`src/rtl/nes_rom_pkg.sv`:
```
// rtl/nes_rom_pkg.sv - iNES/NROM image constants, loader state and error code types
package nes_rom_pkg;

  localparam int HDR_BYTES      = 16;
  localparam int TRAINER_BYTES  = 512;
  localparam int PRG_BANK_BYTES = 16384;
  localparam int CHR_BANK_BYTES = 8192;
  localparam int ROM_BYTES      = 'h6010;

  // "NES" followed by MS-DOS EOF; header byte 0 sits in bits [7:0]
  localparam logic [31:0] INES_MAGIC = 32'h1A53_454E;

  typedef enum logic [2:0] {
    LS_IDLE  = 3'd0,
    LS_HDR   = 3'd1,
    LS_SKIP  = 3'd2,
    LS_PRG   = 3'd3,
    LS_CHR   = 3'd4,
    LS_DONE  = 3'd5,
    LS_ERROR = 3'd6
  } loader_state_t;

  typedef enum logic [2:0] {
    ERR_NONE    = 3'd0,
    ERR_MAGIC   = 3'd1,
    ERR_PRG     = 3'd2,
    ERR_CHR     = 3'd3,
    ERR_MAPPER  = 3'd4,
    ERR_TRAINER = 3'd5
  } ines_err_t;

  function automatic logic [7:0] magic_byte(input logic [1:0] idx);
    return INES_MAGIC[{idx, 3'b000} +: 8];
  endfunction

endpackage

```
`src/rtl/ines_header_check.sv`:
```
// rtl/ines_header_check.sv - per-byte iNES header rules for the NROM profile (option: INES_TRAINER_SKIP_EN)
module ines_header_check
  import nes_rom_pkg::*;
#(
  parameter int PRG_BANKS = 1,
  parameter int CHR_BANKS = 1
) (
  input  logic [3:0] idx,
  input  logic [7:0] data,
  output logic       ok,
  output logic [2:0] err_code,
  output logic       trainer
);

  ines_err_t code;

  // Classify one header byte; mapper nibble is checked before the trainer bit
  always_comb begin
    code    = ERR_NONE;
    trainer = 1'b0;
    case (idx)
      4'd0, 4'd1, 4'd2, 4'd3: begin
        if (data != magic_byte(idx[1:0])) code = ERR_MAGIC;
      end
      4'd4: begin
        if (data != 8'(PRG_BANKS)) code = ERR_PRG;
      end
      4'd5: begin
        if (data != 8'(CHR_BANKS)) code = ERR_CHR;
      end
      4'd6: begin
        if (data[7:4] != 4'd0) begin
          code = ERR_MAPPER;
        end else if (data[2]) begin
          trainer = 1'b1;
`ifndef INES_TRAINER_SKIP_EN
          code = ERR_TRAINER;
`endif
        end
      end
      4'd7: begin
        if (data[7:4] != 4'd0) code = ERR_MAPPER;
      end
      default: ;
    endcase
  end

  assign err_code = code;
  assign ok       = (code == ERR_NONE);

endmodule

```
`src/rtl/ines_loader.sv`:
```
// rtl/ines_loader.sv - iNES NROM image loader: header validation and ROM write sequencing (option: INES_TRAINER_SKIP_EN)
module ines_loader
  import nes_rom_pkg::*;
#(
  parameter int ADDR_W    = 15,
  parameter int PRG_BANKS = 1,
  parameter int CHR_BANKS = 1
) (
  input  logic              clk,
  input  logic              rst,
  input  logic              start,
  input  logic [7:0]        in_data,
  input  logic              in_valid,
  output logic              in_ready,
  output logic              wr_en,
  output logic [ADDR_W-1:0] wr_addr,
  output logic [7:0]        wr_data,
  output logic              busy,
  output logic              done,
  output logic              err,
  output logic [2:0]        err_code,
  output logic              cpu_hold
);

  localparam logic [2:0] S_IDLE  = LS_IDLE;
  localparam logic [2:0] S_HDR   = LS_HDR;
  localparam logic [2:0] S_PRG   = LS_PRG;
  localparam logic [2:0] S_CHR   = LS_CHR;
  localparam logic [2:0] S_DONE  = LS_DONE;
  localparam logic [2:0] S_ERROR = LS_ERROR;
`ifdef INES_TRAINER_SKIP_EN
  localparam logic [2:0] S_SKIP  = LS_SKIP;
`endif

  // Last ROM offset of each region; the trainer never occupies address space
  localparam logic [ADDR_W-1:0] HDR_LAST = ADDR_W'(HDR_BYTES - 1);
  localparam logic [ADDR_W-1:0] PRG_LAST =
    ADDR_W'(HDR_BYTES + PRG_BANKS * PRG_BANK_BYTES - 1);
  localparam logic [ADDR_W-1:0] CHR_LAST =
    ADDR_W'(HDR_BYTES + PRG_BANKS * PRG_BANK_BYTES + CHR_BANKS * CHR_BANK_BYTES - 1);

  logic [2:0]        state;
  logic [ADDR_W-1:0] addr;
  logic              accept;
  logic              do_write;
  logic              start_load;
  logic              hc_ok;
  logic [2:0]        hc_code;
  logic              hc_trainer;

`ifdef INES_TRAINER_SKIP_EN
  logic [8:0] skip_cnt;
  logic       trainer_flag;
`else
  logic unused_trainer;
  assign unused_trainer = hc_trainer;
`endif

  ines_header_check #(
    .PRG_BANKS (PRG_BANKS),
    .CHR_BANKS (CHR_BANKS)
  ) u_hdr_check (
    .idx      (addr[3:0]),
    .data     (in_data),
    .ok       (hc_ok),
    .err_code (hc_code),
    .trainer  (hc_trainer)
  );

  // Stream is accepted only while a data-consuming state is active
  always_comb begin
    in_ready = (state == S_HDR) || (state == S_PRG) || (state == S_CHR);
`ifdef INES_TRAINER_SKIP_EN
    if (state == S_SKIP) in_ready = 1'b1;
`endif
  end

  assign busy       = in_ready;
  assign accept     = in_valid & in_ready;
  assign start_load = start && (state == S_IDLE || state == S_DONE || state == S_ERROR);
  assign do_write   = accept && ((state == S_HDR && hc_ok) || state == S_PRG || state == S_CHR);
  assign cpu_hold   = ~done;

  // Registered ROM write port and the running ROM offset
  always_ff @(posedge clk or negedge rst) begin
    if (!rst) begin
      wr_en   <= 1'b0;
      wr_addr <= '0;
      wr_data <= 8'd0;
      addr    <= '0;
    end else begin
      wr_en <= do_write;
      if (do_write) begin
        wr_addr <= addr;
        wr_data <= in_data;
      end
      if (start_load) begin
        addr <= '0;
      end else if (do_write) begin
        addr <= addr + 1'b1;
      end
    end
  end

  // Load sequencer: header check, optional trainer skip, PRG then CHR
  always_ff @(posedge clk or negedge rst) begin
    if (!rst) begin
      state    <= S_IDLE;
      done     <= 1'b0;
      err      <= 1'b0;
      err_code <= 3'd0;
`ifdef INES_TRAINER_SKIP_EN
      skip_cnt     <= 9'd0;
      trainer_flag <= 1'b0;
`endif
    end else begin
      case (state)
        S_IDLE, S_DONE, S_ERROR: begin
          if (start) begin
            state    <= S_HDR;
            done     <= 1'b0;
            err      <= 1'b0;
            err_code <= 3'd0;
`ifdef INES_TRAINER_SKIP_EN
            skip_cnt     <= 9'd0;
            trainer_flag <= 1'b0;
`endif
          end
        end
        S_HDR: begin
          if (accept) begin
            if (!hc_ok) begin
              state    <= S_ERROR;
              err      <= 1'b1;
              err_code <= hc_code;
            end else begin
`ifdef INES_TRAINER_SKIP_EN
              if (hc_trainer) trainer_flag <= 1'b1;
              if (addr == HDR_LAST) state <= trainer_flag ? S_SKIP : S_PRG;
`else
              if (addr == HDR_LAST) state <= S_PRG;
`endif
            end
          end
        end
`ifdef INES_TRAINER_SKIP_EN
        S_SKIP: begin
          if (accept) begin
            skip_cnt <= skip_cnt + 9'd1;
            if (skip_cnt == 9'(TRAINER_BYTES - 1)) state <= S_PRG;
          end
        end
`endif
        S_PRG: begin
          if (accept && addr == PRG_LAST) state <= S_CHR;
        end
        S_CHR: begin
          if (accept && addr == CHR_LAST) begin
            state <= S_DONE;
            done  <= 1'b1;
          end
        end
        default: state <= S_IDLE;
      endcase
    end
  end

endmodule

```
`config.mk`:
```
export PLATFORM = sky130hd
export DESIGN_NAME = ines_loader
export DESIGN_NICKNAME = d
export VERILOG_FILES = /design/src/rtl/nes_rom_pkg.sv /design/src/rtl/ines_header_check.sv /design/src/rtl/ines_loader.sv
export SDC_FILE = /design/constraint.sdc
export NUM_CORES = 1
export LEC_CHECK = 0
export CAP_MARGIN = 10
export CORE_MARGIN = 10
export CORE_UTILIZATION = 55
export DETAILED_ROUTE_END_ITERATION = 6
export PLACE_DENSITY = 0.9
export SETUP_SLACK_MARGIN = 0.05
export SYNTH_ARGS = -nofsm -noshare
export SYNTH_HDL_FRONTEND = slang
export SYNTH_HIERARCHICAL = 1
export SYNTH_SLANG_ARGS = --single-unit
export TNS_END_PERCENT = 1
```
`constraint.sdc`:
```
create_clock -name clk -period 5.5 [get_ports clk]
set_clock_uncertainty 0.05 [all_clocks]
set_input_delay 0.825 -clock clk [delete_from_list [all_inputs] [get_ports clk]]
set_output_delay 0.825 -clock clk [all_outputs]
set_load 0.02 [all_outputs]
```
# ---- Word-level counts from Yosys, hierarchy flattened
# Index checks and enable logic that the tools add are counted.
dict set report totals {
  ff_bits 47
  latch_bits 0
  mem_bits_rw 0
  mem_bits_ro 0
  in_bits 12
  output_inout_bits 32
  elab_cells 84
  mem_count 0
}
dict set report op_classes {
  add_sub_neg 1
  n_mul 0
  n_div 0
  order_cmp 0
  eq_ne 23
  n_shift 1
  n_mux 26
  n_bitwise 2
  n_reduce_logical 23
}
# cell count
set op_table {}
lappend op_table {{3-bit 2-to-1 mux} 12}
lappend op_table {{32-bit by 6-bit variable part select with 8-bit output (first input constant)} 1}
lappend op_table {{15-bit equality test (second input constant)} 2}
lappend op_table {{15-bit 2-to-1 mux} 2}
lappend op_table {{4-bit by 3-bit equality test with 1-bit output (second input constant)} 4}
lappend op_table {{15-bit by 1-bit adder with 15-bit output (second input constant)} 1}
lappend op_table {{15-bit by 4-bit equality test with 1-bit output (second input constant)} 1}
lappend op_table {{3-bit one-hot mux with 5 select lines} 1}
lappend op_table {{3-bit one-hot mux with 4 select lines} 1}
lappend op_table {{3-bit equality test (second input constant)} 3}
lappend op_table {{4-bit by 2-bit equality test with 1-bit output (second input constant)} 2}
lappend op_table {{8-bit by 1-bit inequality test with 1-bit output (second input constant)} 1}
lappend op_table {{8-bit inequality test} 1}
lappend op_table {{3-bit logical NOT} 2}
lappend op_table {{1-bit logical OR} 6}
lappend op_table {{2-bit inequality test (second input constant)} 3}
lappend op_table {{3-bit one-hot mux with 2 select lines} 1}
lappend op_table {{2-bit nonzero test} 3}
lappend op_table {{1-bit logical AND} 5}
lappend op_table {{1-bit 2-to-1 mux} 5}
lappend op_table {{5-bit AND reduction} 1}
lappend op_table {{4-bit by 1-bit equality test with 1-bit output (second input constant)} 1}
lappend op_table {{4-bit logical NOT} 1}
lappend op_table {{2-bit 2-to-1 mux} 2}
lappend op_table {{other kinds (12)} 14}

# ---- Longest topological paths before layout
# Gate-level depths: netlist of the first run.
dict set report logic_depth {
  word_depth 11
  mapped_depth 12
}

# ---- Modules after synthesis
# Netlist of the first run, hierarchy kept.
# module instances cells_each area_each_um2 seq_area_each_um2
set by_module_without_submodules {}
lappend by_module_without_submodules {ines_loader 1 208 2317.2 1176.1}
lappend by_module_without_submodules {ines_header_check 1 33 282.8 0.0}

# ---- Least setup slack after synthesis of the first run
# OpenSTA, ideal clock, no wires.
dict set report synth_timing {
  kind {in2reg}
  startpoint {in in_data[7]}
  endpoint {reg addr[11]}
  setup_time_ns 0.125
  arrival_ns 3.538
  required_ns 5.325
  path_slack_ns 1.787
  stages 9
  path_buffers 1
  cell_sequence {or4_4 or4b_4 a21o_2 a2111oi_4 nor2_1 o21a_2 buf_6 nor4_1 mux2_2}
}
dict set report synth_between {
  elab_chain_cells 9
  elab_cells_between_ends 15
}
# item line_no
set synth_lines {}
lappend synth_lines {{from (decl)} ines_loader.sv:12} ;# input logic [7:0] in_data,
lappend synth_lines {{8-bit by 1-bit inequality test with 1-bit output, or another cell as far along} {ines_header_check.sv:26, ines_header_check.sv:29}}
lappend synth_lines {{2-bit 2-to-1 mux, or another cell as far along} ines_header_check.sv:29} ;# if (data != 8'(CHR_BANKS)) code = ERR_CHR;
lappend synth_lines {{3-bit one-hot mux with 5 select lines *} ines_header_check.sv:21} ;# case (idx)
lappend synth_lines {{3-bit logical NOT *} ines_header_check.sv:49} ;# assign ok = (code == ERR_NONE);
lappend synth_lines {{via hc_ok} ines_loader.sv:47} ;# logic hc_ok;
lappend synth_lines {{1-bit logical AND *} ines_loader.sv:81} ;# assign do_write = accept && ((state == S_HDR && hc_ok) || state == S_PRG || state == S_CHR);
lappend synth_lines {{1-bit logical OR * (2 in series)} ines_loader.sv:81}
lappend synth_lines {{1-bit logical AND *} ines_loader.sv:81}
lappend synth_lines {{2-bit nonzero test (no line) *} -}
lappend synth_lines {{to (signal assigned)} ines_loader.sv:100} ;# addr <= addr + 1'b1;
lappend synth_lines {{to (decl)} ines_loader.sv:43} ;# logic [ADDR_W-1:0] addr;
# The timed path passes the listed nets; every way through them passes the cells marked *.
# A chain may end at the register's enable or synchronous reset.

# ---- Worst setup path in the final report of the first run
dict set report layout_timing {
  startpoint {in in_data[7]}
  endpoint {reg addr[9]}
}
# The elaborated chain is that of the path after synthesis.

==> metrics, run 1 <==
Rows=24; Finished Layout Cells=331; root buf cell=clkbuf_8; starting DRC count in detailed routing=154; reg-to-reg endpoint=addr[9]; worst slew pin tran=1040 ps; grt ovf=0; mean routed wirelength per cell=17.7 um; slew margin rel.=0.285; Period Utilization, post-route=0.751; WP data required=5640 ps; vias in the first global route=2,035; Vias=2,040; area of the multi-input gates=1330 um^2; # Max-Cap Violations=0; worst setup path startpoint=in_data[7]; pwr dens=463 nW/um^2; CP max stage cell=or4_4; CTS tree=done; Critical path destination=addr[9]; status=finished, final reports clean; Worst Setup Start Kind=input port; # placed instances=323; GRT Overall Usage=0.156; Crit path depth=9; Max VDD drop=0.275 mV; Avg Cell Area, Syn=10.8 um^2; R2R depth=10; Clk Latency, worst-skew pair=300 ps; I/O pins=44; DRT antenna net count=0; Starting Density=0.580; Die Wd=88.7 um; Die Span Y=88.7 um; Max Buffers Root-to-Sink=2; # DRC=0; Fill cells=319; Largest stage delay, worst path=580 ps; iteration count of the initial detailed-routing pass=4; DRT Wirelength=5.87 mm; DIE AREA=7870 um^2; share of layout cells above drive strength 1=0.129; min-delay worst type=reg -> reg; Final Setup Violations=0; CP delay by family, top=simple AND/OR/NAND/NOR gates; Syn. warnings=6; Area Growth Syn to Fin=21.6%; setup TNS=0 ps; Min Clock Period, post-route=4130 ps; CORE AREA=4470 um^2; post-CTS setup buffer count=0; pre-CTS WS=1060 ps; RD Place Congestion=0.833; Max FO, Critical Path=25; WS Path Type=in -> reg; Final Util=0.705; Post-CTS Hold Fix Bufs=0; Reg clk slew, reported paths=80 ps; Sink Count=47; nets=295; Syn Nets=257; Leakage=1.34 nW; TritonCTS buffer count=5; Slew Viols, Final=0; CP Capture Type=register; Detailed Place HPWL=4.16 mm; Worst EP arrival=4270 ps; crit path setup slack, layout=1370 ps; number of port buffers=43; initial antenna violation count=0; # H-tree levels=2; sequential cell area=1180 um^2; dpl cell area=3040 um^2; Avg Vias per Cell=6.16; largest net degree at the start of global routing=48; endpoints failing hold=0; Synth Instances=240; PostCTS Resize Cnt=0; first-pass GRT wire length=9.83 mm; Post-Synthesis Cell Area=2590 um^2; RR Startpoint=addr[0]; fin area=3150 um^2; Buf/Inv on CP=1; n_diodes=0; cells along the critical path=clkdlybuf4s50_1, or4_4, or4b_4, a21o_2, a2111oi_4, nor2_1, o21a_2, nor4_1, mux2_2; flop-to-flop setup slack=1810 ps; Max Fclk=0.242 GHz; RSZ-0062 raised after global routing=no
==> report_power, final <==
group          switching [W]  total, W  internal (W)
logic               0.000374  0.000690      0.000316
clock network       0.000115  0.000262      0.000147
registers          0.0000856  0.000508      0.000422
==> cells in the final DEF (no fill, tap or decap), drive strengths merged, types with 4 or more instances in the layout <==
| cell | count |
|---|---|
| o21ai | 8 |
| and4 | 4 |
| inv | 8 |
| nand2 | 14 |
| a21oi | 12 |
| nor4 | 7 |
| ha | 5 |
| nand4 | 5 |
| o31ai | 7 |
| nor2 | 10 |
| dfrtp | 47 |
| or4 | 9 |
| clkbuf | 6 |
| mux2 | 28 |
| nor2b | 7 |
| clkdlybuf4s50 | 42 |
| nand3 | 6 |
==> per-stage QoR <==
step                power [W]  hold WS [ps]
finish                0.00146           431
global route          0.00155           452
CTS                   0.00147           435
detailed placement    0.00120           415
global placement      0.00117           412
floorplan            0.000974           474
==> worst min-delay path by stage <==
stage	cells after the start	slack, ps	start	end
after CTS	1	440	err	err
final	1	430	err	err
after global placement	1	410	err	err
after floorplan	1	470	addr[6]	wr_addr[6]
after global routing	1	450	err	err
after detailed placement	1	420	err	err
==> per-layer routing <==
metal	wire length [um]	track usage	share of wire	vias to the layer above
met4	82	0.0485	0.014	0
met3	327	0.0450	0.056	9
li1	-	-	-	981
met5	0	0	0	-
met1	2500	0.185	0.43	1005
met2	2960	0.267	0.50	45
==> flip-flops by register name, indices dropped and copies added (netlist names) <==
signal    cells
state         3
wr_data       8
wr_en         1
done          1
err_code      3
addr         15
err           1
wr_addr      15
==> worst reg2reg max path: cells and delay by family, from the launching register on <==
| family | cells | cell delay [ps] |
|---|---|---|
| mux | 1 | 380 |
| simple gates | 4 | 1200 |
| buf+inv | 1 | 130 |
| compound gates | 3 | 920 |
| fa+ha+maj | 1 | 350 |
| flops | 1 | 550 |
==> final cells by class <==
cell class / instances / area share
inverter: 8 / 0.00952
tap: 52 / 0.0206
clock buffer: 6 / 0.0262
sequential: 47 / 0.373
multi-input combinational: 171 / 0.420
clock inverter: 2 / 0.0111
timing repair buffer: 45 / 0.140
No activity file was read; power rests on OpenSTA's default activity.
==> run 2: changes to the inputs <==
--- a/config.mk
+++ b/config.mk
@@ -7,9 +7,9 @@
 export LEC_CHECK = 0
 export CAP_MARGIN = 10
 export CORE_MARGIN = 10
-export CORE_UTILIZATION = 55
+export CORE_UTILIZATION = 53
 export DETAILED_ROUTE_END_ITERATION = 6
-export PLACE_DENSITY = 0.9
+export PLACE_DENSITY = 0.88
 export SETUP_SLACK_MARGIN = 0.05
 export SYNTH_ARGS = -nofsm -noshare
 export SYNTH_HDL_FRONTEND = slang
==> constraint.sdc (replaced) <==
create_clock -name clk -period 4.05 [get_ports clk]
set_clock_uncertainty 0.05 [all_clocks]
set_input_delay 0.6075 -clock clk [delete_from_list [all_inputs] [get_ports clk]]
set_output_delay 0.6075 -clock clk [all_outputs]
set_load 0.02 [all_outputs]
==> run 2 against run 1 <==
Against the previous run:
- register-to-register slack lost 1300 ps
- flip-flop and latch count is the same
- sequential share of layout area shrank 0.21 points
- via count grew 0.78%
- largest power group unchanged
- core utilization shrank 3.3 points
- wire length shrank 1.1%
- count of clock-buffer cells in the layout grew 1
==> metrics, run 2 (synthesized netlist as in run 1, its figures left out) <==
Detailed Place HPWL=4.29 mm (+3.2%); DRT antenna net count=0 (unchanged); n_diodes=0 (unchanged); CP Capture Type=register; Max Buffers Root-to-Sink=2 (unchanged); pre-CTS WS=-52.4 ps (-1110 ps); worst slew pin tran=1060 ps (+13.0 ps); GRT Overall Usage=0.147 (-0.00908); met2 wire len=3.00 mm (+1.2%); # Max-Cap Violations=0 (unchanged); WP data required=4190 ps (-1450 ps); CORE AREA=4720 um^2 (+5.6%); number of port buffers=43 (unchanged); fin area=3170 um^2 (+0.56%); worst setup path startpoint=in_data[7]; Fill cells=372 (+17%); RSZ-0062 raised after global routing=no; Leakage=1.34 nW (about the same); met3 WL post-DR=321 um (-1.8%); endpoints failing hold=0 (unchanged); grt ovf=0 (unchanged); Reg clk slew, reported paths=90 ps (about the same); Critical path destination=addr[11]; # DRC=0 (unchanged); largest registers=addr: 15 flops, wr_addr: 15 flops, wr_data: 8 flops; PostCTS Resize Cnt=0 (unchanged); reg-to-reg endpoint=addr[11]; RD Place Congestion=0.783 (-6.0%); Starting Density=0.549 (-0.0306); I/O pins=44 (unchanged); Avg Vias per Cell=5.89 (-4.4%); DIE AREA=8090 um^2 (+2.9%); Finished Layout Cells=349 (+5.4%); Max VDD drop=0.256 mV (-6.8%); # H-tree levels=2 (unchanged); Max FO, Critical Path=21 (-16%); min-delay worst type=in -> async; largest net degree at the start of global routing=48 (unchanged); Final Setup Violations=0 (unchanged); WS Path Type=in -> reg; Die Span Y=90.0 um (+1.4%); commonest cells after routing, fill and taps aside=dfrtp_1 (47), clkdlybuf4s50_1 (42), mux2_1 (15); status=finished, final reports clean; iteration count of the initial detailed-routing pass=4 (unchanged); Sink Count=47 (unchanged); Clk Latency, worst-skew pair=310 ps (about the same); DRT Wirelength=5.81 mm (-1.1%); RR Startpoint=addr[1]; dpl cell area=3090 um^2 (+1.8%); Period Utilization, post-route=0.936; Vias=2,056 (+0.78%); # placed instances=341 (+5.6%); setup TNS=0 ps (unchanged); Area Growth Syn to Fin=22.2%; starting DRC count in detailed routing=83 (-46%); first-pass GRT wire length=10.1 mm (+2.5%); crit path setup slack, layout=259 ps (-1110 ps); mean routed wirelength per cell=16.6 um (-6.2%); leading cell type in the layout, fill and taps excluded=dfrtp_1; Slew Viols, Final=0 (unchanged); nets=298 (+1.0%); CTS tree=done; Min Clock Period, post-route=3790 ps; wl on met1=2.41 mm (-3.7%); Worst EP arrival=3930 ps (-340 ps); flop-to-flop setup slack=500 ps (-1310 ps); Max Fclk=0.264 GHz; TritonCTS buffer count=5 (unchanged); Worst Setup Start Kind=input port; pwr dens=602 nW/um^2 (+30%); Rows=25 (+4.2%); root buf cell=clkbuf_8; initial antenna violation count=0 (unchanged); Die Wd=90.0 um (+1.4%); vias in the first global route=2,008 (-1.3%); max layer used=met4; post-CTS setup buffer count=0 (unchanged); Post-CTS Hold Fix Bufs=0 (unchanged); total power=0.00191 W (+31%); slew margin rel.=0.277 (-0.00887); R2R depth=10 (unchanged); share of layout cells above drive strength 1=0.131 (+0.00217)
-- run 2: cell types whose count changed in the layout (fill, tap and decap cells not counted) --
| cell | previous run | this run |
|---|---|---|
| buf_12 | 0 | 1 |
| buf_4 | 2 | 4 |
| bufinv_16 | 1 | 0 |
| clkbuf_1 | 0 | 2 |
| clkbuf_8 | 6 | 5 |
-- run 2: final cells by class --
cell class / count / area [um^2] / area share
multi-input cells: 171 / 1330 / 0.418
flip-flops and latches: 47 / 1180 / 0.371
repair buffers: 48 / 475 / 0.150
well taps: 67 / 83.8 / 0.0264
clock buffers: 7 / 76.3 / 0.0241
inverters: 8 / 30.0 / 0.00947
clock inverters: 1 / 5.00 / 0.00158
-- run 2: report_power, final --
group,internal (W),switching (W),total (W)
clock network,0.000121,0.000152,0.000273
logic,0.000450,0.000506,0.000956
registers,0.000573,0.000108,0.000681
total,0.00114,0.000766,0.00191
-- run 2: worst min path at each step --
stage,start,to,slack [ps],cells after the start
5_1_grt,err,err,470,1
2_1_floorplan,rst,addr[0],260,0
4_1_cts,rst,err_code[1],450,1
3_3_place_gp,err,err,410,1
6_report,rst,wr_data[0],420,1
3_5_place_dp,err,err,430,1
-- run 2: layer usage --
| metal | vias to the layer above | GRT usage |
|---|---|---|
| met5 | - | 0 |
| met4 | 0 | 0.0544 |
| met3 | 6 | 0.0416 |
| met2 | 54 | 0.252 |
| met1 | 1006 | 0.170 |
| li1 | 990 | - |
-- run 2: critical path, cell delays in order --
cell and delay (ps):
clkdlybuf4s50_1 440, or4_4 580, or4b_4 520, a21o_2 250, a2111oi_4 380, nor2_1 90
o21a_2 340, nor4_1 350, mux2_2 370
-- run 2: per-stage QoR --
stage / utilization / hold WS (ps)
CTS: 0.672 / 447
detailed placement: 0.654 / 431
global placement: 0.654 / 411
finish: 0.672 / 416
floorplan: - / 262
global route: 0.672 / 466
==> run 3: changes to the inputs <==
--- a/config.mk
+++ b/config.mk
@@ -11,6 +11,7 @@
 export DETAILED_ROUTE_END_ITERATION = 6
 export PLACE_DENSITY = 0.88
 export SETUP_SLACK_MARGIN = 0.05
+export SKIP_LAST_GASP = 1
 export SYNTH_ARGS = -nofsm -noshare
 export SYNTH_HDL_FRONTEND = slang
 export SYNTH_HIERARCHICAL = 1
==> results of run 3 <==
Same layout as run 2: the final DEF is identical, and so are final timing and power.
